===== src/rtl/partition_sweep_ctrl.sv =====
// Exhaustive input sweep of one partition pair (exact vs approximate) with
// hardware error accumulation. Define PARTITION_SWEEP_WCE_EN to track worst-case error.
module partition_sweep_ctrl #(
  parameter int IN_W  = 7,
  parameter int OUT_W = 4,
  parameter int LAT   = 0
) (
  input  logic                               clk,
  input  logic                               rst_n,
  input  logic                               start,
  input  logic                               abort,
  output logic [IN_W-1:0]                    pi,
  input  logic [OUT_W-1:0]                   exact_po,
  input  logic [OUT_W-1:0]                   approx_po,
  output logic                               busy,
  output logic                               done,
  output logic                               result_valid,
  output logic [IN_W:0]                      err_count,
  output logic [IN_W+$clog2(OUT_W+1)-1:0]    bit_err_total,
  output logic [OUT_W-1:0]                   wce,
  output logic [IN_W-1:0]                    wce_vec
);

  // state  | meaning
  // IDLE   | waiting for start; results of the last sweep held
  // SWEEP  | issuing vectors 0 .. 2^IN_W-1 on pi
  // DRAIN  | waiting LAT cycles for the last responses
  // DONE   | one-cycle completion pulse
  typedef enum logic [1:0] {S_IDLE, S_SWEEP, S_DRAIN, S_DONE} state_t;

  localparam int             BW         = IN_W + $clog2(OUT_W + 1);
  localparam logic [IN_W-1:0] PI_MAX     = '1;
  localparam logic [1:0]     DRAIN_LOAD = 2'((LAT > 0) ? LAT - 1 : 0);

  state_t          state, state_next;
  logic [1:0]      drain_cnt;
  logic            clear_acc;
  logic            issue_vld;
  logic            acc_vld;
  logic [IN_W-1:0] acc_vec;
  logic            last_vec;

  assign last_vec = (pi == PI_MAX);

  always_ff @(posedge clk or negedge rst_n) begin
    if (!rst_n) state <= S_IDLE;
    else        state <= state_next;
  end

  always_comb begin
    state_next = state;
    case (state)
      S_IDLE:  if (start && !abort) state_next = S_SWEEP;
      S_SWEEP: begin
        if (abort)         state_next = S_IDLE;
        else if (last_vec) state_next = (LAT > 0) ? S_DRAIN : S_DONE;
      end
      S_DRAIN: begin
        if (abort)                state_next = S_IDLE;
        else if (drain_cnt == '0) state_next = S_DONE;
      end
      S_DONE:  state_next = S_IDLE;
      default: state_next = S_IDLE;
    endcase
  end

  always_comb begin
    busy      = 1'b0;
    done      = 1'b0;
    clear_acc = 1'b0;
    issue_vld = 1'b0;
    case (state)
      S_IDLE:  clear_acc = start && !abort;
      S_SWEEP: begin
        busy      = 1'b1;
        issue_vld = !abort;
      end
      S_DRAIN: busy = 1'b1;
      S_DONE:  done = 1'b1;
      default: ;
    endcase
  end

  always_ff @(posedge clk or negedge rst_n) begin
    if (!rst_n) begin
      pi        <= '0;
      drain_cnt <= '0;
    end else begin
      if (clear_acc)
        pi <= '0;
      else if (issue_vld && !last_vec)
        pi <= pi + 1'b1;

      if (issue_vld && last_vec)
        drain_cnt <= DRAIN_LOAD;
      else if (state == S_DRAIN && drain_cnt != '0)
        drain_cnt <= drain_cnt - 1'b1;
    end
  end

  // Valid/vector pipe aligns each issued vector with its response.
  generate
    if (LAT == 0) begin : g_nolat
      assign acc_vld = issue_vld;
      assign acc_vec = pi;
    end else begin : g_lat
      logic [LAT-1:0]  vld_q;
      logic [IN_W-1:0] vec_q [LAT];

      always_ff @(posedge clk or negedge rst_n) begin
        if (!rst_n) begin
          vld_q <= '0;
          for (int i = 0; i < LAT; i++) vec_q[i] <= '0;
        end else begin
          vld_q[0] <= issue_vld;
          vec_q[0] <= pi;
          for (int i = 1; i < LAT; i++) begin
            vld_q[i] <= vld_q[i-1];
            vec_q[i] <= vec_q[i-1];
          end
          if (abort) vld_q <= '0;
        end
      end

      assign acc_vld = vld_q[LAT-1] && !abort;
      assign acc_vec = vec_q[LAT-1];
    end
  endgenerate

  always_ff @(posedge clk or negedge rst_n) begin
    if (!rst_n) begin
      err_count     <= '0;
      bit_err_total <= '0;
      result_valid  <= 1'b0;
    end else begin
      if (clear_acc) begin
        err_count     <= '0;
        bit_err_total <= '0;
      end else if (acc_vld) begin
        if (exact_po != approx_po) err_count <= err_count + (IN_W+1)'(1);
        bit_err_total <= bit_err_total + BW'($countones(exact_po ^ approx_po));
      end

      if (clear_acc || (abort && state != S_DONE))
        result_valid <= 1'b0;
      else if (state_next == S_DONE)
        result_valid <= 1'b1;
    end
  end

`ifdef PARTITION_SWEEP_WCE_EN
  logic [OUT_W-1:0] abs_err;

  always_comb begin
    abs_err = (exact_po >= approx_po) ? (exact_po - approx_po) : (approx_po - exact_po);
  end

  // Strict compare keeps the first vector that reached the maximum.
  always_ff @(posedge clk or negedge rst_n) begin
    if (!rst_n) begin
      wce     <= '0;
      wce_vec <= '0;
    end else if (clear_acc) begin
      wce     <= '0;
      wce_vec <= '0;
    end else if (acc_vld && abs_err > wce) begin
      wce     <= abs_err;
      wce_vec <= acc_vec;
    end
  end
`else
  logic unused_acc_vec;
  assign unused_acc_vec = ^acc_vec;
  assign wce            = '0;
  assign wce_vec        = '0;
`endif

endmodule

===== config.mk =====
export PLATFORM = sky130hd
export DESIGN_NAME = partition_sweep_ctrl
export DESIGN_NICKNAME = d
export VERILOG_FILES = /design/src/rtl/partition_sweep_ctrl.sv
export SDC_FILE = /design/constraint.sdc
export NUM_CORES = 1
export LEC_CHECK = 0
export CAP_MARGIN = 5
export CORE_MARGIN = 2
export CORE_UTILIZATION = 45
export CTS_CLUSTER_SIZE = 12
export DETAILED_ROUTE_END_ITERATION = 16
export PLACE_DENSITY = 0.79
export RECOVER_POWER = 50
export SETUP_SLACK_MARGIN = 0.1
export SKIP_CTS_REPAIR_TIMING = 1
export SLEW_MARGIN = 20
export SYNTH_ARGS = -nofsm -noshare
export SYNTH_HDL_FRONTEND = slang
export SYNTH_SLANG_ARGS = --single-unit

===== constraint.sdc =====
create_clock -name clk -period 2.6 [get_ports clk]
set_input_delay 0.65 -clock clk [delete_from_list [all_inputs] [get_ports clk]]
set_output_delay 0.65 -clock clk [all_outputs]
set_load 0.1 [all_outputs]

== Yosys cells after proc, flatten, opt, wreduce, memory -nomap -nowiden ==
Index checks and enable logic that the tools add are counted.
Word-level totals
  bits in registers: 30
  input port bits: 12
  output and inout port bits: 39
  word-level logic and storage cells: 60
Operators by class
  $add $sub $neg: 7
  eq/ne operators: 7
  muxes and demuxes: 21
  bitwise gates (word level): 1
  reduce and logical (&&, ||, !) cells: 18
Operators by type and width (count)
  two-way mux 8 bit: 3
  two-way mux 10 bit: 2
  two-way mux 2 bit: 7
  two-way mux 7 bit: 2
  nonzero test 2 bit: 6
  adder 10 x 3 -> 10 bit: 1
  adder 8 x 1 -> 8 bit, second input constant: 1
  one-hot mux 2 bit (4 select lines): 1
  adder 7 x 1 -> 7 bit, second input constant: 1
  == test 7 bit, second input constant: 1
  == test 2 bit, second input constant: 3
  two-way mux 1 bit: 6
  logical AND 1 bit: 5
  adder 1 x 1 -> 2 bit: 2
  logical NOT 2 bit: 2
  inequality test 4 bit: 1
  XOR 4 bit: 1
  adder 2 x 2 -> 3 bit: 1
  == test 2 x 1 -> 1 bit, second input constant: 1
  logical NOT 1 bit: 2
  inequality test 2 bit, second input constant: 1
  AND reduction 2 bit: 1
  OR reduction 2 bit: 1
  subtractor 2 x 1 -> 2 bit, second input constant: 1
  logical OR 1 bit: 1

== Logic depth before layout (Yosys ltp) ==
  depth after elaboration: 7
  mapped depth: 10
  gate-level depth less buffers: 10

== Worst setup path after synthesis ==
OpenSTA, ideal clock, no wires.
  path type: reg-to-reg
  from: register bit_err_total[0]
  to: register bit_err_total[8]
  library setup time: 0.132 ns
  data arrival time: 2.906 ns
  path slack: -0.438 ns
  cell stages (with the launch flop): 10
  path buffers: 0
  cells stage by stage: dfrtp_1 inv_1 fa_1 inv_1 fa_1 fa_1 nand4b_1 nor3_1 xnor2_1 nor2_1
Between the ends
  longest elaborated chain between the ends: 3
RTL lines
  from (decl): line 19  | output logic [IN_W+$clog2(OUT_W+1)-1:0] bit_err_total,
  from (signal assigned): line 141  | bit_err_total <= bit_err_total + BW'($countones(exact_po ^ approx_po));
  adder 10 x 3 -> 10 bit: line 141
  two-way mux 10 bit: line 139  | end else if (acc_vld) begin
  two-way mux 10 bit: line 136  | if (clear_acc) begin
Every way passes these cells. The select of a mux whose other input is x is not followed.
A chain may end at the register's enable or synchronous reset.

== Final worst setup path ==
  from: input approx_po[0]
  to: register bit_err_total[8]
Between the ends
  longest elaborated chain between the ends: 6
RTL lines
  from (decl): line 14  | input logic [OUT_W-1:0] approx_po,
  XOR 4 bit: line 141
  adder 1 x 1 -> 2 bit (not written as such): line 141
  adder 2 x 2 -> 3 bit (not written as such): line 141
  adder 10 x 3 -> 10 bit: line 141
  two-way mux 10 bit: line 139
  two-way mux 10 bit: line 136
Every way passes these cells. The select of a mux whose other input is x is not followed.

==> results.yml <==
worst_setup_path:
  arrival_ps: 2690
  worstPathCellList: "buf_8, xor2_4, inv_2, fa_1, inv_2, fa_2, fa_2, nand4b_1, nor3_2, xnor2_1, nor2_1"
  cpPeakStageDelay_ps: 490
  cp_max_fo: 3
  crit_slowest_cell: "fa_1"
  cp.required_ps: 2770
  critPathKind: "input pin to register"
  cp-end-kind: "register"
  worstSetupStartpointType: "input pin"
sta:
  setup_violations: 0
  fmax_ghz: 0.396
  maxSlewHeadroom_pct: 20.3
  worst_pin_slew_ps: 1200
  fin_setup_tns_ps: 0
  drv_slew: 0
  fin_ws_ps: 73.7
  finalCritPeriodShare_pct: 97.2
  fin_skew_ps: 6.51
  hold_violations: 0
  finalCriticalPeriod_ps: 2530
  rsz0062_at_grt: "true"
logic_synthesis:
  netlist_area_sq_mm: 0.00185
  ys_top_cells_by_area: "dfrtp_1 41%, ha_1 6.1%, buf_4 4.5%"
  syn_inst: 195
  synth_edf_count: 0
  ys_ff_latch: 30
  async_reset_ff_share_pct: 100
  yosys.area.top_type: "dfrtp_1"
  ys_seq_area_share_pct: 40.7
  ys_types: 40
  synth_top_cell_area_share_pct: 40.7
  synthFlopType: "dfrtp_1"
  syn-mean-instance-area_sq_um: 9.47
  yosys_warnings: 0
global_routing:
  grt_antenna_before_repair: 0
  grt_usage_pct: 18.3
  grt_max_degree: 31
  grt_pass1_vias: 1412
  grt_pass1_wl_um: 6320
  overflow: 0
placement:
  portBuffers: 39
  dp_hpwl_um: 2800
  routabilityCongestion: 0.815
  place_ws_ps: -755
detailed_routing:
  viasPerCell: 5.12
  route.detailed.drc: 0
  dr.first_iter.drc_count: 73
  detail-route-antenna-nets: 0
  dr_total_vias: 1532
  routed_wl_um: 3850
  dr.pass1.iters: 4
  wl_per_cell_um: 12.9
die:
  die_y_um: 68.1
  dieArea_sq_mm: 0.00463
  start_util_pct: 46.5
  fp.coreArea_sq_mm: 0.00397
  ioPinCount: 51
  row_count: 23
  die_x_um: 68.1
clock_tree:
  htree_levels: 2
  path_clk_slew_ps: 70
  worst_skew_pair.late_latency_ps: 280
  numClockSinks: 30
  cts_max_path_buffers: 2
  cts_tree: "built"
  cts_root_buf: "clkbuf_8"
  cts_inserted_buffers: 5
finish:
  postLayoutCoreUtil_pct: 59.8
  diodes: 0
  final_cell_mix: "29 x dfrtp_1, 29 x buf_4, 17 x nor2_1"
  drive_above_1_share_pct: 22.1
  nets: 272
  area_delta_synth_final_pct: 28.5
  fill_cells: 362
hold_path:
  min_path_type: "register to register"
status:
  outcome: "finished, final reports clean"
pwr:
  finalPower_mw: 2.37
  ir_drop_mv: 0.486
  power_density_mw_per_mm2: 1000
  p_leak_nw: 1.12
flow_run:
  drv_cap: 0
metrics by stage:
step	std cells	area (sq um)	hold slack, ps
2_1_floorplan	205	1940	354
3_3_place_gp	287	2290	502
3_5_place_dp	287	2290	517
4_1_cts	295	2380	530
5_1_grt	299	2370	553
6_report	299	2370	523
registers in the layout, summed over array words and instances, names as in the netlist:
name,flops
state,2
err_count,8
bit_err_total,10
drain_cnt,2
result_valid,1
pi,7
cell usage after synthesis (all sizes together), types with 2 or more instances:
master	count
nand4	5
nand2	12
nor4	2
a21oi	13
xnor2	9
nor3	3
o21ai	10
fa	3
ha	9
a311oi	2
dfrtp	30
buf	13
clkbuf	4
nor2	17
xor2	7
inv	14
o41ai	2
or3	7
and3	5
nand3	6
a31oi	2
nand2b	4
nand4b	2
worst max-delay path, delay by kind of cell:
family / cells / cell delay (ps)
AND/OR/NAND/NOR: 3 / 300
XOR/XNOR: 2 / 350
adder cells (fa/ha/maj): 3 / 1190
buffers and inverters: 3 / 190
layer usage:
layer | up-vias | global-route usage [%] | share of wire (%)
met5 | - | 0 | 0
met4 | 0 | 6.75 | 1.5
met3 | 5 | 5.10 | 5.0
met2 | 40 | 29.2 | 48
met1 | 727 | 23.5 | 46
li1 | 760 | - | -
worst paths after layout:
kind,to,cells after the start,slack [ps],from
worst max register to register,bit_err_total[8],9,310,bit_err_total[0]
max in group asynchronous,bit_err_total[0],2,1100,rst_n
min in group asynchronous,err_count[6],2,960,rst_n
worst min-delay path,drain_cnt[1],2,520,drain_cnt[1]
worst min register to register,drain_cnt[1],2,520,drain_cnt[1]
worst max-delay path,bit_err_total[8],11,70,approx_po[0]
report_power, final:
part	switching, mW	leakage (nW)	internal (mW)
sequential	0.108	0.400	0.555
combinational	0.965	0.668	0.355
clock	0.178	0.0482	0.213
final cells by class:
class	count	area, sq um	area share (%)
Clock inverter	1	5.00	0.211
Inverter	14	52.6	2.21
Tap cell	50	62.6	2.64
Clock buffer	7	86.3	3.64
Sequential cell	30	752	31.7
Multi-Input combinational cell	144	1020	43.0
Timing Repair Buffer	53	395	16.7
kinds of logic after synthesis:
family / share of synthesized area, %
fa+ha+maj: 9.35
buf+inv: 9.35
mux: 0.542
xor+xnor: 7.59
flops: 40.7
compound gates: 13.7
simple gates: 18.6
other cells: 0.203
(Power assumes the default switching activity.)
